$ cat src/rtl/paddle_adc.sv
// Paddle position reader: free-running serial ADC frame controller with clamped output.
// Define PADDLE_AVG_EN to add a 4-tap moving average ahead of the clamp.
module paddle_adc #(
  parameter int unsigned CLK_DIV    = 4,
  parameter int unsigned GAP_CYCLES = 16,
  parameter logic [7:0]  Y_MIN      = 8'd16,
  parameter logic [7:0]  Y_MAX      = 8'd239
) (
  input  logic       clk,
  input  logic       reset,
  output logic       adc_cs_n,
  output logic       adc_sclk,
  input  logic       adc_dout,
  output logic [7:0] y_p_mid,
  output logic       valid
);

  // state  | meaning
  // S_IDLE | cs_n high, counting the inter-frame gap
  // S_CONV | cs_n low, 10 SCLK periods, sampling on each rising edge
  // S_DONE | cs_n high, y_p_mid loaded, valid pulse
  typedef enum logic [1:0] {
    S_IDLE = 2'd0,
    S_CONV = 2'd1,
    S_DONE = 2'd2
  } state_t;

  localparam logic [15:0] GAP_LAST  = 16'(GAP_CYCLES - 1);
  localparam logic [7:0]  DIV_LOAD  = 8'(CLK_DIV - 1);
  localparam logic [4:0]  HALF_LAST = 5'd19;
  localparam logic [7:0]  Y_RESET   = 8'd128;

  state_t      state_q, state_d;
  logic [15:0] gap_q, gap_d;
  logic [7:0]  div_q, div_d;
  logic [4:0]  half_q, half_d;
  logic        cs_n_q, cs_n_d;
  logic        sclk_q, sclk_d;
  logic        valid_q, valid_d;
  logic [7:0]  y_q, y_d;
  logic [7:0]  sh_q, sh_d;
  logic [7:0]  s_val;

`ifdef PADDLE_AVG_EN
  logic [7:0]  h1_q, h1_d;
  logic [7:0]  h2_q, h2_d;
  logic [7:0]  h3_q, h3_d;
  logic [9:0]  sum;
`endif

  function automatic logic [7:0] clamp_y(input logic [7:0] v);
    logic [7:0] r;
    r = v;
    if (v < Y_MIN) r = Y_MIN;
    else if (v > Y_MAX) r = Y_MAX;
    return r;
  endfunction

  always_comb begin
`ifdef PADDLE_AVG_EN
    sum   = {2'b00, sh_q} + {2'b00, h1_q} + {2'b00, h2_q} + {2'b00, h3_q};
    s_val = 8'(sum >> 2);
`else
    s_val = sh_q;
`endif
  end

  always_comb begin
    state_d = state_q;
    gap_d   = gap_q;
    div_d   = div_q;
    half_d  = half_q;
    cs_n_d  = cs_n_q;
    sclk_d  = sclk_q;
    valid_d = 1'b0;
    y_d     = y_q;
    sh_d    = sh_q;
`ifdef PADDLE_AVG_EN
    h1_d    = h1_q;
    h2_d    = h2_q;
    h3_d    = h3_q;
`endif

    case (state_q)
      S_IDLE: begin
        cs_n_d = 1'b1;
        sclk_d = 1'b0;
        if (gap_q == GAP_LAST) begin
          gap_d   = '0;
          state_d = S_CONV;
          cs_n_d  = 1'b0;
          div_d   = DIV_LOAD;
          half_d  = '0;
        end else begin
          gap_d = gap_q + 16'd1;
        end
      end

      S_CONV: begin
        if (div_q == 8'd0) begin
          div_d = DIV_LOAD;
          if (half_q == HALF_LAST) begin
            state_d = S_DONE;
            sclk_d  = 1'b0;
            cs_n_d  = 1'b1;
            valid_d = 1'b1;
            y_d     = clamp_y(s_val);
`ifdef PADDLE_AVG_EN
            h1_d    = sh_q;
            h2_d    = h1_q;
            h3_d    = h2_q;
`endif
          end else begin
            half_d = half_q + 5'd1;
            sclk_d = ~sclk_q;
            // Null bits shift straight through; only the last 8 edges survive.
            if (!sclk_q) sh_d = {sh_q[6:0], adc_dout};
          end
        end else begin
          div_d = div_q - 8'd1;
        end
      end

      S_DONE: begin
        state_d = S_IDLE;
        cs_n_d  = 1'b1;
        sclk_d  = 1'b0;
        gap_d   = '0;
      end

      default: begin
        state_d = S_IDLE;
        cs_n_d  = 1'b1;
        sclk_d  = 1'b0;
        gap_d   = '0;
      end
    endcase
  end

  always_ff @(posedge clk) begin
    if (!reset) begin
      state_q <= S_IDLE;
      gap_q   <= '0;
      div_q   <= '0;
      half_q  <= '0;
      cs_n_q  <= 1'b1;
      sclk_q  <= 1'b0;
      valid_q <= 1'b0;
      y_q     <= Y_RESET;
      sh_q    <= '0;
`ifdef PADDLE_AVG_EN
      h1_q    <= Y_RESET;
      h2_q    <= Y_RESET;
      h3_q    <= Y_RESET;
`endif
    end else begin
      state_q <= state_d;
      gap_q   <= gap_d;
      div_q   <= div_d;
      half_q  <= half_d;
      cs_n_q  <= cs_n_d;
      sclk_q  <= sclk_d;
      valid_q <= valid_d;
      y_q     <= y_d;
      sh_q    <= sh_d;
`ifdef PADDLE_AVG_EN
      h1_q    <= h1_d;
      h2_q    <= h2_d;
      h3_q    <= h3_d;
`endif
    end
  end

  assign adc_cs_n = cs_n_q;
  assign adc_sclk = sclk_q;
  assign valid    = valid_q;
  assign y_p_mid  = y_q;

endmodule

$ cat config.mk
export PLATFORM = sky130hd
export DESIGN_NAME = paddle_adc
export DESIGN_NICKNAME = d
export VERILOG_FILES = /design/src/rtl/paddle_adc.sv
export SDC_FILE = /design/constraint.sdc
export NUM_CORES = 1
export LEC_CHECK = 0
export BUFFER_PORTS_ARGS = -buffer_cell sky130_fd_sc_hd__buf_2
export CAP_MARGIN = 20
export CORE_ASPECT_RATIO = 1.25
export CORE_MARGIN = 2
export CORE_UTILIZATION = 50
export DETAILED_ROUTE_END_ITERATION = 10
export GPL_TIMING_DRIVEN = 0
export MAX_ROUTING_LAYER = met4
export PLACE_DENSITY = 0.8
export SYNTH_ARGS = -nofsm -noshare
export SYNTH_HDL_FRONTEND = slang
export SYNTH_SLANG_ARGS = --single-unit
export TNS_END_PERCENT = 30
$ cat constraint.sdc
create_clock -name clk -period 1.95 [get_ports clk]
set_clock_uncertainty 0.2 [all_clocks]
set_input_delay 0.195 -clock clk [delete_from_list [all_inputs] [get_ports clk]]
set_output_delay 0.195 -clock clk [all_outputs]
set_load 0.005 [all_outputs]
### After elaboration in Yosys (flattened, before gate mapping)

Cells that the tools add are included.

* bits in latches: 0
* flip-flop bits (word level): 50
* output and inout bits: 11
* bits in read-only memories: 0
* RAM bits: 0
* input port bits: 3
* memories: 0

* div/mod/pow operators: 0
* multiply operators: 0
* add/subtract/negate cells: 3
* mux-type cells: 21
* reduce and logical (&&, ||, !) cells: 11
* magnitude comparators: 2
* eq/ne operators: 7
* bitwise logic cells: 2
* shift operators: 0

Operators with widths (count)
* $mux 8: 4
* $pmux 16 s2: 1
* $add 16x1->16 const B: 1
* $eq 16x4->1 const B: 1
* $mux 16: 1
* $pmux 8 s2: 1
* $mux 5: 3
* $pmux 5 s2: 1
* $reduce_and 3->1: 3
* $gt 8x8->1 const B: 1
* $logic_not 8->1: 1
* $lt 8x5->1 const B: 1
* $ne 2x2->1 const B: 4
* $reduce_and 4->1: 2
* $sub 8x1->8 const B: 1
* $mux 2: 3
* $reduce_and 2->1: 3
* $add 5x1->5 const B: 1
* $eq 5x5->1 const B: 1
* $mux 1: 5
* $pmux 2 s2: 1
* $eq 2x1->1 const B: 1
* $logic_not 2->1: 1
* $not 1->1: 2
* other kinds (2): 2

### Logic depth before layout (Yosys ltp)

Gate-level depths: netlist of run 1.

* depth in word-level cells: 4
* gate-level depth with buffers: 8

### Worst setup path after synthesis of run 1

No wires, ideal clock.

* path kind: register to register
* start point: register gap_q[0]
* end point: register gap_q[11]
* setup time: 0.074 ns
* stages on the path, launching flop included: 9
* data required time: 1.676 ns
* path slack: -0.184 ns
* path buffers: 2
* data arrival time: 1.859 ns
* cells stage by stage: dfxtp_1 > ha_1 > and3_1 > and4_1 > clkbuf_1 > or2_1 > buf_2 > or3_1 > o21ai_0

* longest elaborated chain between the ends: 3

RTL lines
* start, declared: line 34 `logic [15:0] gap_q, gap_d;`
* start signal, assigned: line 158 `gap_q <= gap_d;`
* $add 16x1->16 / $eq 16x4->1 (equally long branches): line 95, 88
* $mux 16 (*): line 88 `if (gap_q == GAP_LAST) begin`
* $pmux 16 s2 (*): line 84 `case (state_q)`

Every way passes the cells marked *; elsewhere a longest branch is shown, timed or not.
A chain may end at the register's enable or synchronous reset.

### Worst setup path in the final report of run 1

* start point: register div_q[4]
* end point: register sh_q[0] (netlist: s_val[0])

* longest elaborated chain between the ends: 2

RTL lines
* start, declared: line 35 `logic [7:0] div_q, div_d;`
* start signal, assigned: line 159 `div_q <= div_d;`
* $logic_not 8->1: line 100 `if (div_q == 8'd0) begin`
* $reduce_and 4->1 (no source line)
* end signal, assigned: line 150 `sh_q <= '0;`
* end signal, assigned: line 165 `sh_q <= sh_d;`
* end, declared: line 41 `logic [7:0] sh_q, sh_d;`

Every way passes these cells.

==> impl_metrics.ini, run 1 <==
[run_status]
status = complete, but fails checks
violations = negative setup slack

[placed_design]
hpwlAfterDp_mm = 3.38
gp_congestion = 0.910
dp.cells = 349
io_buffer_count = 13

[die]
die_y_um = 79.3
std_cell_rows = 27
die-area_um2 = 5090
core_um2 = 4390
start_util_pct = 51.7
pin_count = 14
dieWidth_um = 64.2

[setup_path]
critical-path-max-stage-delay_ps = 570
critPathBufInv = 1
ff2ff_path_depth = 6
arrival_ps = 2070
crit_required_ps = 1980
cp-start-kind = flip-flop
cpLargestDelayFamily = simple AND/OR/NAND/NOR gates
path_max_fanout = 8
rr_endpoint = s_val[0]$_SDFFE_PN0P_
end_kind = flip-flop
crit_type = flip-flop to flip-flop
crit_slowest_cell = or4_4
cp_cell_sequence = or4_4 -> nor4_4 -> nor2b_1 -> buf_4 -> nand2_1 -> a21oi_1
timing.rr.start = div_q[4]$_SDFFE_PN0P_
reg2reg_slack_ps = -90

[final_layout]
layout-area-overhead-vs-synth_pct = 19.7
final_common_cell = dfxtp_1
mostFrequentLayoutCells = 46 x dfxtp_1, 39 x nand2_1, 20 x a21oi_1
n_antenna_cell = 0
drive_gt1_share_pct = 22.1
fillers = 386
multiInputGateArea_um2 = 1290
area.sequential_um2 = 1010
fin_nets = 313
final_cells = 366
fin_util_pct = 61.9

[logic_synthesis]
synth-main-ff-cell = dfxtp_1
synth_nets = 284
syn_inst = 278
ys_seq_area_share_pct = 44.1
ys_types = 46
synth_edf_count = 0
avgSynthCellArea_um2 = 8.16
synth_async_sr_flop_share_pct = 0
yosysWarnings = 0
syn_area_um2 = 2270
ys_ff_latch = 50

[global_routing]
overflow = 0
antenna_found_initial = 0
track_usage_pct = 21.1
grt_pass1_wl_mm = 8.42
grt_pass1_vias = 1934
grt_start_max_net_pins = 16

[drt]
final_antenna_net_count = 0
drt-total-wl_mm = 5.08
wl_per_cell_um = 13.9
route.detailed.drc = 0
drt_iter0_drc = 202
num_vias = 2124
routed_via_density = 5.80
first_pass_iters = 4

[hold_path]
min_path_cells = 3
hp-start = reset
worstHoldEndpoint = adc_sclk$_SDFFE_PN0P_
min_path_type = input port to flip-flop

[timing]
min_period_ps = 2040
rsz0062_at_grt = yes
min_period_over_period_pct = 105
slew_viol_final = 0
worst_pin_slew_ps = 545
hold_viol_final = 0
whs_ps = 137
setup_viol = 14
max_freq_mhz = 489
max_slew_margin_pct = 63.6
setup_ws_ps = -94.2

[clock_network]
ctsLongestPathBuffers = 2
clock-sinks = 50
htree_num_levels = 2
cts_tree = done
clk_pin_slew_ps = 90
cts_inserted_buffers = 5
clk-insertion-delay-late_ps = 300
cts_root_buf = clkbuf_8

[power]
power-per-cell-area_nw_per_um2 = 665
vdd_drop_max_mv = 0.431
power_mw = 1.81
p_leak_nw = 1.02

[run]
drv_cap = 0
-- metrics by stage --
step / setup WS (ps) / cell area, um2 / TNS (ps)
6_report: -94.2 / 2720 / -879
3_3_place_gp: -150 / 2440 / -2190
5_1_grt: -184 / 2720 / -3090
4_1_cts: -132 / 2600 / -1510
2_1_floorplan: -7.15 / 2300 / -14.8
3_5_place_dp: -203 / 2440 / -2850
-- synthesized netlist by cell type (all sizes together) (5+ instances only) --
cell    number  share of area [%]
a21o         5                1.7
nand3       19                4.2
nor4         6                2.3
nor3         7                1.5
a21oi       23                5.4
nor2b        5                1.4
a31oi        5                1.4
or3          6                1.7
dfxtp       50                 44
clkbuf       6               0.99
nand2       44                7.3
inv          9                1.5
nor2        17                2.8
o21ai       22                4.9
-- kinds of logic (layout without fill, tap and decap cells) --
group | count (synthesis) | in the layout | synth area share [%]
AND/OR/NAND/NOR | 126 | 126 | 28.2
XOR/XNOR | 4 | 4 | 1.54
adder cells (fa/ha/maj) | 3 | 3 | 1.65
AO/OA/AOI/OAI | 76 | 76 | 20.9
flip-flops | 50 | 50 | 44.1
buffers and inverters | 19 | 49 | 3.58
-- sequential cells by signal, indices dropped and copies added (netlist names) --
register,cells
gap_q,16
div_q,8
s_val,8
y_p_mid,8
half_q,5
state_q,2
adc_cs_n,1
adc_sclk,1
valid,1
-- per-layer routing --
metal | track usage [%] | share of wire (%)
met1 | 23.8 | 43
met2 | 36.6 | 51
met3 | 4.11 | 3.4
met4 | 8.72 | 2.5
met5 | - | 0
-- timing repair --
action                                  4_1_cts  5_1_grt
endpoints found under the hold margin         1        0
hold buffers                                  1        0
endpoints found under the setup margin       34       45
gates resized for setup                      17       19
buffers inserted                              1        8
pin swaps                                     8        7
gates cloned                                  0        1
-- worst max path at each step --
stage / from / to / slack (ps) / depth (start not counted)
after floorplan: gap_q[1]$_SDFFE_PN0N_ / gap_q[11]$_SDFFE_PN0N_ / -7 / 8
after global placement: div_q[4]$_SDFFE_PN0P_ / s_val[5]$_SDFFE_PN0P_ / -150 / 6
after detailed placement: state_q[0]$_SDFFE_PN0P_ / half_q[4]$_SDFFE_PN0P_ / -200 / 5
after CTS: gap_q[0]$_SDFFE_PN0N_ / gap_q[11]$_SDFFE_PN0N_ / -130 / 8
after global routing: div_q[4]$_SDFFE_PN0P_ / s_val[0]$_SDFFE_PN0P_ / -180 / 5
final: div_q[4]$_SDFFE_PN0P_ / s_val[0]$_SDFFE_PN0P_ / -90 / 6
-- tightest hold or removal path: cells and delay by family --
family        cells  cell delay (ps)
buf+inv           1              140
simple gates      2              260
-- power by group --
part,internal (mW),switching [mW],leakage [nW]
Sequential,1.02,0.00764,0.406
Combinational,0.0232,0.0335,0.565
Clock,0.383,0.337,0.0514
Total,1.43,0.379,1.02
-- cell type report --
class	count	share of cell area [%]
flip-flops and latches	50	37.3
plain buffers	8	1.84
well taps	58	2.67
clock inverters	2	1.38
repair buffers	24	5.44
multi-input cells	209	47.4
inverters	9	1.24
clock buffers	6	2.67
No activity file was read; power rests on OpenSTA's default activity.
==> run 2, diff against run 1 <==
--- a/config.mk
+++ b/config.mk
@@ -5,15 +5,15 @@
 export SDC_FILE = /design/constraint.sdc
 export NUM_CORES = 1
 export LEC_CHECK = 0
-export BUFFER_PORTS_ARGS = -buffer_cell sky130_fd_sc_hd__buf_2
 export CAP_MARGIN = 20
 export CORE_ASPECT_RATIO = 1.25
 export CORE_MARGIN = 2
 export CORE_UTILIZATION = 50
 export DETAILED_ROUTE_END_ITERATION = 10
+export DONT_BUFFER_PORTS = 1
 export GPL_TIMING_DRIVEN = 0
 export MAX_ROUTING_LAYER = met4
-export PLACE_DENSITY = 0.8
+export PLACE_DENSITY = 0.78
 export SYNTH_ARGS = -nofsm -noshare
 export SYNTH_HDL_FRONTEND = slang
 export SYNTH_SLANG_ARGS = --single-unit
==> run 2 against run 1 <==
Against the previous run:
- the flow still finishes with violations (negative setup slack)
- critical path depth increased by 2
- sequential power hardly changed
- die area unchanged
- combinational power is 3% higher
- sequential share of layout area shrank 0.78 points
- clock power rose by 4.0%
- highest routed layer unchanged
==> impl_metrics.ini, run 2 (synthesis gave the netlist of run 1 again) <==
[timing]
setup_ws_ps = -81.5
min_period_over_period_pct = 104
min_period_ps = 2030
worst_pin_slew_ps = 631
max_slew_margin_pct = 57.9
setup_viol = 15
rsz0062_at_grt = yes
slew_viol_final = 0
hold_viol_final = 0
max_freq_mhz = 492
tns_ps = -772

[power]
p_leak_nw = 1.02
power-per-cell-area_nw_per_um2 = 661
power_mw = 1.84
vdd_drop_max_mv = 0.397

[setup_path]
arrival_ps = 2080
crit_type = flip-flop to flip-flop
end_kind = flip-flop
cp-start-kind = flip-flop
crit_required_ps = 1990
path_max_fanout = 7

[global_routing]
antenna_found_initial = 0
grt_start_max_net_pins = 17
grt_pass1_wl_mm = 8.39
track_usage_pct = 21.1
grt_pass1_vias = 1912
overflow = 0

[final_layout]
n_antenna_cell = 0
multiInputGateArea_um2 = 1360
final_cell_area_um2 = 2780
fin_util_pct = 63.3
largest_reg_flops = 16
final_common_cell = dfxtp_1
mostFrequentLayoutCells = 44 x dfxtp_1, 37 x nand2_1, 18 x nand3_1, 18 x a21oi_1, 14 x nor2_1
area.sequential_um2 = 1020
fillers = 360
drive_gt1_share_pct = 25.7
largest_register = gap_q
layout-area-overhead-vs-synth_pct = 22.6
fin_nets = 305
final_cells = 358

[drt]
first_pass_iters = 5
drt_iter0_drc = 155
drt-total-wl_mm = 5.30
final_antenna_net_count = 0
routed_via_density = 6.05
route.detailed.drc = 0
wl_per_cell_um = 14.8
num_vias = 2165

[die]
die_y_um = 79.3
std_cell_rows = 27
start_util_pct = 51.7
core_um2 = 4390
pin_count = 14
dieWidth_um = 64.2
die-area_um2 = 5090

[run_status]
status = complete, but fails checks
violations = negative setup slack

[clock_network]
cts_inserted_buffers = 5
ctsLongestPathBuffers = 2
cts_root_buf = clkbuf_8
htree_num_levels = 2
clk-insertion-delay-late_ps = 310
clock-sinks = 50
clk_pin_slew_ps = 100
cts_tree = done

[hold_path]
min_path_type = input port to flip-flop

[placed_design]
gp_congestion = 0.912
dp.cells = 336
place_area_um2 = 2380
hpwlAfterDp_mm = 3.31
io_buffer_count = 0

[run]
drv_cap = 0
run 2: cell types whose count changed in the layout (fill, tap and decap cells not counted), sizes merged:
| cell | previous run | this run |
|---|---|---|
| inv | 9 | 10 |
| buf | 27 | 19 |
| dlygate4sd3 | 1 | 2 |
| clkbuf | 10 | 8 |
| clkinv | 0 | 1 |
| clkinvlp | 1 | 0 |
run 2: cell type report:
class / count / area share [%]
Multi-Input combinational cell: 209 / 48.7
Sequential cell: 50 / 36.5
Timing Repair Buffer: 16 / 4.32
Tap cell: 58 / 2.61
Buffer: 8 / 2.56
Clock buffer: 5 / 2.47
Clock inverter: 3 / 1.57
Inverter: 9 / 1.21
run 2: through the flow:
| step | setup slack [ps] | hold WS (ps) |
|---|---|---|
| 3_3_place_gp | -167 | 134 |
| 6_report | -81.5 | 62.7 |
| 5_1_grt | -151 | 109 |
| 3_5_place_dp | -170 | 146 |
| 2_1_floorplan | -7.15 | 131 |
| 4_1_cts | -143 | 55.2 |
run 2: worst paths after layout:
| check | from | endpoint | slack [ps] | cells past startpoint |
|---|---|---|---|---|
| hold reg to reg | y_p_mid[6]$_SDFFE_PN0P_ | y_p_mid[6]$_SDFFE_PN0P_ | 280 | 2 |
| setup / recovery | gap_q[0]$_SDFFE_PN0N_ | gap_q[9]$_SDFFE_PN0N_ | -80 | 8 |
| hold / removal | reset | gap_q[13]$_SDFFE_PN0N_ | 60 | 3 |
| setup reg to reg | gap_q[0]$_SDFFE_PN0N_ | gap_q[9]$_SDFFE_PN0N_ | -80 | 8 |
run 2: routing by layer:
layer  vias up  wire [um]  track usage [%]
met5         -          0                -
met4         0         76             9.57
met3         9        193             4.53
met2        55       2720             34.9
met1      1059       2310             24.4
li1       1042          -                -
run 2: worst max-delay path: stages (launching register included):
cell and delay, ps:
dfxtp_4 380, ha_4 160, and3_4 180, and4_4 180, buf_8 120, or2_4 240, buf_6 130, or3_1 300
o21ai_1 70
run 2: repair_timing:
item | 4_1_cts | 5_1_grt
setup endpoints to repair | 35 | 42
hold buffers | 2 | 0
pin swaps | 9 | 14
setup buffers | 4 | 8
gates cloned | 0 | 2
endpoints found under the hold margin | 4 | 0
resized for setup | 22 | 38
run 2: where the power goes:
part	switching (mW)	leakage, nW	total, mW	internal (mW)
registers	0.00773	0.407	1.03	1.02
logic	0.0352	0.555	0.0585	0.0233
clock network	0.363	0.0585	0.749	0.385
